## src/rtl/i2c_reg_sequencer_pkg.sv

```systemverilog
// Shared types and constants for the I2C register-access sequencer:
// FSM state/phase encodings, resp_err codes, RW constants and the master command set.
package i2c_reg_sequencer_pkg;

    typedef enum logic [3:0] {
        ST_IDLE,
        ST_A_W,
        ST_REG,
        ST_WDATA,
        ST_RS,
        ST_RELATCH,
        ST_RBYTE,
        ST_STOP,
        ST_DONE
    } state_t;

    // Every bus state runs LOAD (register command) -> HOLD (until tick) -> WAIT (m_done)
    typedef enum logic [1:0] {
        PH_LOAD,
        PH_HOLD,
        PH_WAIT
    } phase_t;

    localparam logic [1:0] ERR_OK      = 2'd0;
    localparam logic [1:0] ERR_NACK    = 2'd1;
    localparam logic [1:0] ERR_LEN     = 2'd2;
    localparam logic [1:0] ERR_TIMEOUT = 2'd3;

    localparam logic RW_WRITE = 1'b0;
    localparam logic RW_READ  = 1'b1;

    typedef struct packed {
        logic       start;
        logic       stop;
        logic       write;
        logic       read;
        logic       ack_in;
        logic [7:0] data;
    } cmd_t;

    localparam cmd_t CMD_NONE = '0;

    function automatic logic is_bus_state(input state_t s);
        return (s == ST_A_W) || (s == ST_REG) || (s == ST_WDATA) ||
               (s == ST_RS) || (s == ST_RBYTE) || (s == ST_STOP);
    endfunction

endpackage

```

## src/rtl/i2c_cmd_hold.sv

```systemverilog
// Holds a master command set from load until the next tick cycle, and generates the
// single-cycle start+read re-arm pulse, which is only ever emitted in a cycle with tick=0.
module i2c_cmd_hold
    import i2c_reg_sequencer_pkg::*;
(
    input  logic       clk,
    input  logic       reset_n,
    input  logic       tick,
    input  logic       load,
    input  cmd_t       cmd_set,
    input  logic       relatch_load,
    input  logic       clear,
    output logic       hold_done,
    output logic       relatch_fire,
    output logic       m_start,
    output logic       m_stop,
    output logic       m_write,
    output logic       m_read,
    output logic       m_ack_in,
    output logic [7:0] m_data_in
);

    cmd_t cmd_q;
    logic active_q;
    logic relatch_q;

    always_ff @(posedge clk or negedge reset_n) begin
        if (!reset_n) begin
            cmd_q     <= CMD_NONE;
            active_q  <= 1'b0;
            relatch_q <= 1'b0;
        end else if (clear) begin
            cmd_q     <= CMD_NONE;
            active_q  <= 1'b0;
            relatch_q <= 1'b0;
        end else begin
            if (load) begin
                cmd_q    <= cmd_set;
                active_q <= 1'b1;
            end else if (active_q && tick) begin
                cmd_q    <= CMD_NONE;
                active_q <= 1'b0;
            end

            if (relatch_load) begin
                relatch_q <= 1'b1;
            end else if (relatch_fire) begin
                relatch_q <= 1'b0;
            end
        end
    end

    assign hold_done = active_q && tick;

    // A pending re-arm slips past a tick cycle; tick period >= 3 guarantees the next cycle is quiet
    assign relatch_fire = relatch_q && !tick;

    assign m_start   = cmd_q.start || relatch_fire;
    assign m_read    = cmd_q.read || relatch_fire;
    assign m_stop    = cmd_q.stop;
    assign m_write   = cmd_q.write;
    assign m_ack_in  = cmd_q.ack_in;
    assign m_data_in = cmd_q.data;

endmodule

```

## src/rtl/i2c_reg_sequencer.sv

```systemverilog
// Register-access sequencer in front of the byte-level I2C master: one request becomes a full
// write or burst-read transaction. Optional watchdog on m_done enabled by I2C_SEQ_TIMEOUT_EN.
module i2c_reg_sequencer
    import i2c_reg_sequencer_pkg::*;
#(
    parameter int MAX_LEN     = 16,
    parameter int LEN_W       = 5,
    parameter int TIMEOUT_CYC = 100000
) (
    input  logic             clk,
    input  logic             reset_n,
    input  logic             req_valid,
    output logic             req_ready,
    input  logic             req_rw,
    input  logic [6:0]       req_dev,
    input  logic [7:0]       req_reg,
    input  logic [7:0]       req_wdata,
    input  logic [LEN_W-1:0] req_len,
    output logic             rd_valid,
    output logic [7:0]       rd_data,
    output logic             rd_last,
    output logic             resp_done,
    output logic [1:0]       resp_err,
    input  logic             tick,
    output logic             m_start,
    output logic             m_stop,
    output logic             m_write,
    output logic             m_read,
    output logic             m_ack_in,
    output logic [7:0]       m_data_in,
    input  logic [7:0]       m_data_out,
    input  logic             m_done,
    input  logic             m_busy,
    input  logic             m_ack_err
);

    state_t state, state_nxt;
    phase_t phase, phase_nxt;

    logic             rw_q;
    logic [6:0]       dev_q;
    logic [7:0]       reg_q;
    logic [7:0]       wdata_q;
    logic [LEN_W-1:0] len_q;
    logic [LEN_W-1:0] cnt_q;
    logic [1:0]       err_q, err_nxt;

    logic accept;
    logic len_bad;
    logic last_byte;
    logic rbyte_done;
    logic hold_done;
    logic relatch_fire;
    logic cmd_load;
    logic relatch_load;
    logic timeout_hit;
    cmd_t cmd_set;

    // The master's busy flag is informational; sequencing relies on m_done alone
    logic unused_inputs;
    assign unused_inputs = m_busy;

    assign accept     = req_valid && (state == ST_IDLE);
    assign len_bad    = (req_len == '0) || (req_len > LEN_W'(MAX_LEN));
    assign last_byte  = (cnt_q == len_q - 1'b1);
    assign rbyte_done = (state == ST_RBYTE) && (phase == PH_WAIT) && m_done && !timeout_hit;

`ifdef I2C_SEQ_TIMEOUT_EN
    localparam int TO_W = $clog2(TIMEOUT_CYC + 1);

    logic [TO_W-1:0] to_cnt;

    // Restarted on every command load, so each byte gets its own full budget
    always_ff @(posedge clk or negedge reset_n) begin
        if (!reset_n) begin
            to_cnt <= '0;
        end else if (phase == PH_LOAD) begin
            to_cnt <= '0;
        end else if (!timeout_hit) begin
            to_cnt <= to_cnt + 1'b1;
        end
    end

    assign timeout_hit = is_bus_state(state) && (phase != PH_LOAD) &&
                         (to_cnt == TO_W'(TIMEOUT_CYC - 1));
`else
    localparam int UNUSED_TIMEOUT_CYC = TIMEOUT_CYC;

    assign timeout_hit = 1'b0;
`endif

    always_ff @(posedge clk or negedge reset_n) begin
        if (!reset_n) begin
            state <= ST_IDLE;
            phase <= PH_LOAD;
        end else begin
            state <= state_nxt;
            phase <= phase_nxt;
        end
    end

    always_comb begin
        state_nxt = state;
        phase_nxt = phase;
        err_nxt   = err_q;
        case (state)
            ST_IDLE: begin
                if (req_valid) begin
                    phase_nxt = PH_LOAD;
                    if ((req_rw == RW_READ) && len_bad) begin
                        state_nxt = ST_DONE;
                        err_nxt   = ERR_LEN;
                    end else begin
                        state_nxt = ST_A_W;
                        err_nxt   = ERR_OK;
                    end
                end
            end
            ST_RELATCH: begin
                if (phase == PH_LOAD) begin
                    phase_nxt = PH_HOLD;
                end else if (relatch_fire) begin
                    state_nxt = ST_RBYTE;
                    phase_nxt = PH_LOAD;
                end
            end
            ST_DONE: begin
                state_nxt = ST_IDLE;
            end
            default: begin
                case (phase)
                    PH_LOAD: phase_nxt = PH_HOLD;
                    PH_HOLD: if (hold_done) phase_nxt = PH_WAIT;
                    default: begin
                        if (m_done) begin
                            phase_nxt = PH_LOAD;
                            // A NACKed address/data byte makes the master stop the bus on its own
                            if (m_ack_err && (state != ST_RBYTE) && (state != ST_STOP)) begin
                                state_nxt = ST_DONE;
                                err_nxt   = ERR_NACK;
                            end else begin
                                case (state)
                                    ST_A_W:   state_nxt = ST_REG;
                                    ST_REG:   state_nxt = (rw_q == RW_WRITE) ? ST_WDATA : ST_RS;
                                    ST_WDATA: state_nxt = ST_STOP;
                                    ST_RS:    state_nxt = ST_RELATCH;
                                    ST_RBYTE: if (last_byte) state_nxt = ST_DONE;
                                    default:  state_nxt = ST_DONE;
                                endcase
                            end
                        end
                    end
                endcase
                if (timeout_hit) begin
                    state_nxt = ST_DONE;
                    phase_nxt = PH_LOAD;
                    err_nxt   = ERR_TIMEOUT;
                end
            end
        endcase
    end

    always_comb begin
        cmd_load     = 1'b0;
        relatch_load = 1'b0;
        cmd_set      = CMD_NONE;
        if (phase == PH_LOAD) begin
            case (state)
                ST_A_W: begin
                    cmd_load      = 1'b1;
                    cmd_set.start = 1'b1;
                    cmd_set.write = 1'b1;
                    cmd_set.data  = {dev_q, RW_WRITE};
                end
                ST_REG: begin
                    cmd_load      = 1'b1;
                    cmd_set.write = 1'b1;
                    cmd_set.data  = reg_q;
                end
                ST_WDATA: begin
                    cmd_load      = 1'b1;
                    cmd_set.write = 1'b1;
                    cmd_set.data  = wdata_q;
                end
                ST_RS: begin
                    cmd_load      = 1'b1;
                    cmd_set.start = 1'b1;
                    cmd_set.write = 1'b1;
                    cmd_set.data  = {dev_q, RW_READ};
                end
                ST_RELATCH: begin
                    relatch_load = 1'b1;
                end
                ST_RBYTE: begin
                    cmd_load       = 1'b1;
                    cmd_set.read   = 1'b1;
                    cmd_set.ack_in = last_byte;
                end
                ST_STOP: begin
                    cmd_load     = 1'b1;
                    cmd_set.stop = 1'b1;
                end
                default: ;
            endcase
        end
    end

    assign req_ready = (state == ST_IDLE);
    assign resp_done = (state == ST_DONE);
    assign resp_err  = resp_done ? err_q : ERR_OK;

    always_ff @(posedge clk or negedge reset_n) begin
        if (!reset_n) begin
            rw_q     <= RW_WRITE;
            dev_q    <= '0;
            reg_q    <= '0;
            wdata_q  <= '0;
            len_q    <= '0;
            cnt_q    <= '0;
            err_q    <= ERR_OK;
            rd_valid <= 1'b0;
            rd_last  <= 1'b0;
            rd_data  <= '0;
        end else begin
            err_q    <= err_nxt;
            rd_valid <= 1'b0;
            rd_last  <= 1'b0;
            if (accept) begin
                rw_q    <= req_rw;
                dev_q   <= req_dev;
                reg_q   <= req_reg;
                wdata_q <= req_wdata;
                len_q   <= req_len;
                cnt_q   <= '0;
            end
            if (rbyte_done) begin
                rd_valid <= 1'b1;
                rd_data  <= m_data_out;
                rd_last  <= last_byte;
                cnt_q    <= cnt_q + 1'b1;
            end
        end
    end

    i2c_cmd_hold u_cmd_hold (
        .clk          (clk),
        .reset_n      (reset_n),
        .tick         (tick),
        .load         (cmd_load),
        .cmd_set      (cmd_set),
        .relatch_load (relatch_load),
        .clear        (timeout_hit),
        .hold_done    (hold_done),
        .relatch_fire (relatch_fire),
        .m_start      (m_start),
        .m_stop       (m_stop),
        .m_write      (m_write),
        .m_read       (m_read),
        .m_ack_in     (m_ack_in),
        .m_data_in    (m_data_in)
    );

endmodule

```

## config.mk

```make
export PLATFORM = sky130hd
export DESIGN_NAME = i2c_reg_sequencer
export DESIGN_NICKNAME = d
export VERILOG_FILES = /design/src/rtl/i2c_reg_sequencer_pkg.sv /design/src/rtl/i2c_cmd_hold.sv /design/src/rtl/i2c_reg_sequencer.sv
export SDC_FILE = /design/constraint.sdc
export NUM_CORES = 1
export LEC_CHECK = 0
export CORE_MARGIN = 4
export CORE_UTILIZATION = 25
export CTS_CLUSTER_DIAMETER = 40
export DETAILED_ROUTE_END_ITERATION = 12
export PLACE_DENSITY = 0.52
export SYNTH_ARGS = -nofsm -noshare
export SYNTH_HDL_FRONTEND = slang
export SYNTH_SLANG_ARGS = --single-unit
```

## constraint.sdc

```tcl
create_clock -name clk -period 3.5 [get_ports clk]
set_input_delay 0.7 -clock clk [delete_from_list [all_inputs] [get_ports clk]]
set_output_delay 0.7 -clock clk [all_outputs]
set_load 0.02 [all_outputs]
```

==> flow_metrics.py, run 1 <==
metrics = {
    "run_status": {
        "status": "complete, no violations",
    },
    "die": {
        "row_count": 42,
        "fp.dieH_um": 124,
        "die_area_um2": 15400,
        "ios": 71,
        "initial_core_util_pct": 25.5,
        "die_w_um": 124,
        "core_area_um2": 13200,
    },
    "run": {
        "cap_viol_max_count": 0,
    },
    "routing": {
        "vias": 2349,
        "drt_iter0_markers": 94,
        "avgRoutedWirePerCell_um": 14.2,
        "viasPerCell": 4.29,
        "drt.antenna.violating_nets": 0,
        "routed_wl_um": 7780,
        "drc": 0,
        "drtPass1Iterations": 4,
    },
    "clock_tree": {
        "cts.path.max_buffers": 2,
        "cts_tree": "built",
        "cts_hold_buf": 0,
        "clock_latency_ns": 0.33,
        "post-cts-setup-buffer-count": 0,
        "cts_resized": 0,
        "cts_root_buf": "clkbuf_16",
        "htree_levels": 3,
        "cts_buffers": 9,
        "clk_pin_slew_worst_paths_ns": 0.06,
        "cts.sinks": 67,
    },
    "logic_synthesis": {
        "synth-main-ff-cell": "dfrtp_1",
        "yosys-top-cells-area": "dfrtp_1 50%, mux2_4 12%, nand2_1 5.8%",
        "syn_area_um2": 3370,
        "ys_seq_elements": 67,
        "synth.net_count": 351,
        "synth_edf_count": 0,
        "ys_types": 50,
        "async_flop_share_pct": 100,
        "yosysSeqAreaShare_pct": 49.8,
        "syn_avg_cell_area_um2": 11.0,
        "synth_area_leader_cell": "dfrtp_1",
        "synth_cells": 305,
        "yosysTopAreaCellShare_pct": 49.8,
        "yosysWarningCount": 0,
    },
    "pwr": {
        "vdd_drop_max_uv": 172,
        "power_density_nw_per_um2": 508,
        "power.leakage_uw": 0.00205,
    },
    "worst_setup_path": {
        "reg2reg_slack_ns": 1.09,
        "cp-start-kind": "flip-flop",
        "reg2reg_to": "cnt_q[2]",
        "cp.required_ns": 2.80,
        "path_class": "flip-flop to output pin",
        "worst_setup_path_end_kind": "output pin",
        "worstReg2RegStart": "state[3]",
        "cp.arrival_ns": 2.38,
        "reg2reg_depth": 6,
        "cp_max_fo": 16,
    },
    "worst_hold_path": {
        "min_path_type": "primary input to async pin",
    },
    "timing": {
        "period_share_pct": 87.9,
        "slew_headroom_pct": 56.4,
        "holdWs_ns": 0.360,
        "worstMarginPinSlew_ns": 0.654,
        "rsz0062_at_grt": "no",
        "min_period_ns": 3.08,
        "fmax_mhz": 325,
        "final.setup.tns_ns": 0,
        "fin_skew_ns": 0.00529,
        "maxSlewViolCount": 0,
        "hold_viol": 0,
        "setup_violations": 0,
    },
    "layout": {
        "synthToLayoutAreaGrowth_pct": 32.1,
        "stdcell_area_um2": 4450,
        "n_antenna_cell": 0,
        "nNetsFinal": 413,
        "final_cells": 548,
        "drive_gt1_share_pct": 17.2,
    },
    "place": {
        "place_area_um2": 4150,
        "gp_congestion": 0.737,
        "place_inst": 532,
        "io_buffers": 69,
        "dp_hpwl_um": 5730,
    },
    "global_route": {
        "grt_usage_pct": 10.6,
        "grt_pass1_vias": 2481,
        "grt-ovfl-total": 0,
        "grt_pass1_wl_um": 12600,
        "antenna_found_initial": 0,
        "grt_max_degree": 34,
    },
}
[state kept, by name (all words and copies together) (netlist names)]
register / count
rd_valid: 1
u_cmd_hold.relatch_q: 1
u_cmd_hold.m_write: 1
err_q: 2
reg_q: 8
len_q: 5
u_cmd_hold.m_stop: 1
u_cmd_hold.cmd_q: 2
wdata_q: 8
rd_data: 8
u_cmd_hold.m_data_in: 8
dev_q: 7
u_cmd_hold.active_q: 1
cnt_q: 5
rw_q: 1
phase: 2
rd_last: 1
u_cmd_hold.m_ack_in: 1
state: 4
[placed cells by master, fill, tap and decap left out, drive strengths merged, types with 2 or more instances in the layout]
| cell type | count |
|---|---|
| a211o | 2 |
| a211oi | 2 |
| a21oi | 7 |
| a22oi | 7 |
| and2 | 2 |
| and3 | 5 |
| buf | 5 |
| clkbuf | 13 |
| clkdlybuf4s50 | 68 |
| clkinv | 2 |
| clkinvlp | 2 |
| dfrtp | 67 |
| ha | 2 |
| inv | 8 |
| mux2 | 37 |
| nand2 | 53 |
| nand2b | 4 |
| nand3 | 7 |
| nor2 | 13 |
| nor3 | 6 |
| nor3b | 2 |
| nor4 | 3 |
| o2111ai | 2 |
| o21ai | 25 |
| o311ai | 2 |
| xnor2 | 4 |
| xor2 | 6 |
[synth_stat cells (7+ instances only)]
cell,count
a22oi_1,7
buf_2,7
buf_4,9
dfrtp_1,67
inv_1,8
mux2_2,11
mux2_4,26
nand2_1,52
nand3_1,7
nor2_1,12
o21ai_0,18
o21ai_1,7
[stage by stage]
stage          setup WS (ns)  util [%]  power (µW)
5_1_grt                0.271      33.7        2370
3_5_place_dp           0.699      31.4        1400
4_1_cts                0.388      33.7        2290
6_report               0.423      33.7        2260
2_1_floorplan           1.56         -        1180
3_3_place_gp           0.725      31.4        1390
[critical path, stage by stage (launching register included)]
cell and delay [ns]:
dfrtp_1 0.55, or3_1 0.61, nor2_1 0.23, clkdlybuf4s50_1 0.66
[power by group]
| part | total (µW) | switching, µW | internal (µW) |
|---|---|---|---|
| combinational | 454 | 243 | 211 |
| sequential | 927 | 69.2 | 857 |
| clock | 878 | 323 | 555 |
[routing by layer]
layer  wire (µm)  share of wire (%)  vias up  GRT usage [%]
li1            -                  -     1185              -
met1        3790                 49     1124           14.1
met2        3700                 48       35           16.7
met3         218                2.8        5           2.91
met4          73               0.94        0           3.56
met5           0                  0        -              0
[logic make-up (layout without fill, tap and decap cells)]
family / count (synthesis) / after routing / synth area share (%)
compound gates: 56 / 56 / 11.0
xor+xnor: 10 / 10 / 2.60
buf+inv: 31 / 98 / 5.65
flops: 67 / 67 / 49.8
simple gates: 101 / 101 / 14.6
mux: 38 / 38 / 15.6
fa+ha+maj: 2 / 2 / 0.743
[layout make-up]
cell class / instances / area, µm²
Clock buffer: 13 / 280
Clock inverter: 3 / 20.0
Fill cell: 1317 / 8740
Inverter: 9 / 35.0
Multi-Input combinational cell: 207 / 1500
Sequential cell: 67 / 1680
Tap cell: 176 / 220
Timing Repair Buffer: 73 / 716
[worst max path at each step]
stage	startpoint	endpoint	slack, ns	depth (start not counted)
2_1_floorplan	state[1]	resp_done	1.56	3
3_3_place_gp	tick	m_read	0.73	4
3_5_place_dp	tick	m_read	0.70	4
4_1_cts	state[1]	resp_done	0.39	3
5_1_grt	state[1]	resp_done	0.27	3
6_report	state[1]	resp_done	0.42	3
Power figures use the tool's default switching activity.
==> run 2: changes to the inputs <==
--- a/config.mk
+++ b/config.mk
@@ -8,8 +8,10 @@
 export CORE_MARGIN = 4
 export CORE_UTILIZATION = 25
 export CTS_CLUSTER_DIAMETER = 40
+export CTS_CLUSTER_SIZE = 10
 export DETAILED_ROUTE_END_ITERATION = 12
 export PLACE_DENSITY = 0.52
 export SYNTH_ARGS = -nofsm -noshare
 export SYNTH_HDL_FRONTEND = slang
 export SYNTH_SLANG_ARGS = --single-unit
+export TNS_END_PERCENT = 10
==> results of run 2 <==
Final layout, timing and power as in run 1 (identical DEF).
==> run 3: changes to the inputs <==
--- a/config.mk
+++ b/config.mk
@@ -14,4 +14,4 @@
 export SYNTH_ARGS = -nofsm -noshare
 export SYNTH_HDL_FRONTEND = slang
 export SYNTH_SLANG_ARGS = --single-unit
-export TNS_END_PERCENT = 10
+export TNS_END_PERCENT = 1
==> constraint.sdc (replaced) <==
create_clock -name clk -period 3.06 [get_ports clk]
set_input_delay 0.612 -clock clk [delete_from_list [all_inputs] [get_ports clk]]
set_output_delay 0.612 -clock clk [all_outputs]
set_load 0.02 [all_outputs]
==> run 3 against run 2 <==
  * Clock-buffer cell count rose by 1
  * Critical path depth stayed put
  * Power increased by 15%
  * Sequential power up 14%
  * Clock skew increased by 0.0019 ns
  * Clock power increased by 15%
  * Core utilization is 0.085 points higher
  * Worst setup slack got worse by 0.20 ns
  * Register-to-register slack worse by 0.14 ns
  * Design area grew 0.25%
  * Largest cell class unchanged
==> flow_metrics.py, run 3 (synthesis gave the netlist of run 1 again) <==
metrics = {
    "clock_tree": {
        "cts_resized": 0,
        "htree_levels": 3,
        "cts.path.max_buffers": 2,
        "cts_buffers": 9,
        "cts_root_buf": "clkbuf_16",
        "cts_tree": "built",
        "cts.sinks": 67,
        "clock_latency_ns": 0.33,
        "clk_pin_slew_worst_paths_ns": 0.05,
        "post-cts-setup-buffer-count": 0,
        "cts_hold_buf": 0,
    },
    "layout": {
        "synthToLayoutAreaGrowth_pct": 32.5,
        "nNetsFinal": 416,
        "stdcell_area_um2": 4460,
        "layout.cells.most_common": "clkdlybuf4s50_1",
        "fillers": 1300,
        "final_cells": 551,
        "layout_common_cells": "68 x clkdlybuf4s50_1, 67 x dfrtp_1, 52 x nand2_1",
        "drive_gt1_share_pct": 16.8,
        "n_antenna_cell": 0,
    },
    "timing": {
        "fmax_mhz": 353,
        "min_period_ns": 2.83,
        "setup_ws_ns": 0.227,
        "maxSlewViolCount": 0,
        "period_share_pct": 92.6,
        "slew_headroom_pct": 42.0,
        "rsz0062_at_grt": "no",
        "hold_viol": 0,
        "final.setup.tns_ns": 0,
        "worstMarginPinSlew_ns": 0.869,
        "fin_skew_ns": 0.00718,
        "setup_violations": 0,
    },
    "worst_setup_path": {
        "cp.arrival_ns": 2.22,
        "path_class": "flip-flop to output pin",
        "reg2reg_to": "reg_q[1]",
        "cp_cell_sequence": "or3_1, nor2_1, clkdlybuf4s50_1",
        "critPathMaxStageDelay_ns": 0.65,
        "worst_setup_path_end_kind": "output pin",
        "reg2reg_depth": 4,
        "cp.required_ns": 2.45,
        "worstReg2RegStart": "state[0]",
        "cp_max_fo": 9,
        "reg2reg_slack_ns": 0.95,
        "crit_slowest_cell": "clkdlybuf4s50_1",
        "cp-start-kind": "flip-flop",
    },
    "global_route": {
        "grt_pass1_vias": 2602,
        "grt_max_degree": 68,
        "antenna_found_initial": 0,
        "grt_usage_pct": 10.8,
        "grt-ovfl-total": 0,
        "grt_pass1_wl_um": 12900,
    },
    "routing": {
        "drc": 0,
        "viasPerCell": 4.35,
        "avgRoutedWirePerCell_um": 14.2,
        "routed_wl_um": 7850,
        "vias": 2397,
        "drtPass1Iterations": 4,
        "drt.antenna.violating_nets": 0,
        "drt_iter0_markers": 82,
    },
    "die": {
        "row_count": 42,
        "core_area_um2": 13200,
        "initial_core_util_pct": 25.5,
        "die_w_um": 124,
        "die_area_um2": 15400,
        "fp.dieH_um": 124,
        "ios": 71,
    },
    "place": {
        "place_inst": 535,
        "dp_hpwl_um": 5670,
        "io_buffers": 69,
        "gp_congestion": 0.730,
        "pre_cts_slack_ns": 0.449,
        "place_area_um2": 4170,
    },
    "pwr": {
        "pwr-share-clk_pct": 39.0,
        "power_density_nw_per_um2": 581,
        "p_sw_share_pct": 27.7,
        "power_frac_comb_pct": 20.2,
        "power_uw": 2590,
        "pwr-share-seq_pct": 40.9,
        "power_switching_uw": 717,
        "power.leakage_uw": 0.00206,
        "vdd_drop_max_uv": 236,
        "internal_power_uw": 1870,
    },
    "run": {
        "cap_viol_max_count": 0,
    },
    "worst_hold_path": {
        "min_path_type": "primary input to async pin",
    },
    "run_status": {
        "status": "complete, no violations",
    },
}
==> run 3: cell count changes in the layout (fill, tap and decap cells not counted) <==
| cell | change |
|---|---|
| bufinv_16 | +1 |
| clkbuf_1 | +4 |
| clkinvlp_4 | -2 |
| clkbuf_8 | -3 |
| buf_4 | +3 |
==> run 3: through the flow <==
stage / util (%) / hold slack [ns]
after global routing: 33.8 / 0.496
after detailed placement: 31.6 / 0.467
final: 33.8 / 0.442
after CTS: 33.8 / 0.479
after global placement: 31.6 / 0.464
after floorplan: - / 0.316
==> run 3: critical path: cells and delay by family, from the launching register on <==
family	cells	cell delay, ns
simple gates	2	0.77
buf+inv	1	0.65
flops	1	0.47
==> run 3: metal layers <==
metal | wire [µm] | GRT usage [%]
met5 | 0 | 0
met4 | 74 | 4.45
met3 | 267 | 2.45
met2 | 3840 | 17.6
met1 | 3670 | 13.9
==> run 3: power groups by stage <==
| stage | Combinational (µW) | Clock, µW | Sequential (µW) |
|---|---|---|---|
| after floorplan | 231 | 0 | 1120 |
| after global placement | 522 | 0 | 1070 |
| after detailed placement | 531 | 0 | 1080 |
| after CTS | 534 | 1040 | 1060 |
| after global routing | 586 | 1080 | 1070 |
| final | 523 | 1010 | 1060 |
==> run 3: how the worst max path moves through the flow <==
| stage | cells past startpoint | startpoint | end |
|---|---|---|---|
| finish | 3 | state[0] | resp_done |
| global route | 3 | state[0] | resp_done |
| CTS | 3 | state[0] | resp_done |
| detailed placement | 4 | tick | m_read |
| global placement | 4 | tick | m_start |
| floorplan | 3 | state[1] | resp_done |
==> run 3: cell type report <==
cell class / count / area (µm²) / area share (%)
Clock buffer: 14 / 254 / 5.70
Clock inverter: 2 / 35.0 / 0.786
Inverter: 9 / 35.0 / 0.786
Multi-Input combinational cell: 207 / 1500 / 33.6
Sequential cell: 67 / 1680 / 37.6
Tap cell: 176 / 220 / 4.94
Timing Repair Buffer: 76 / 738 / 16.6
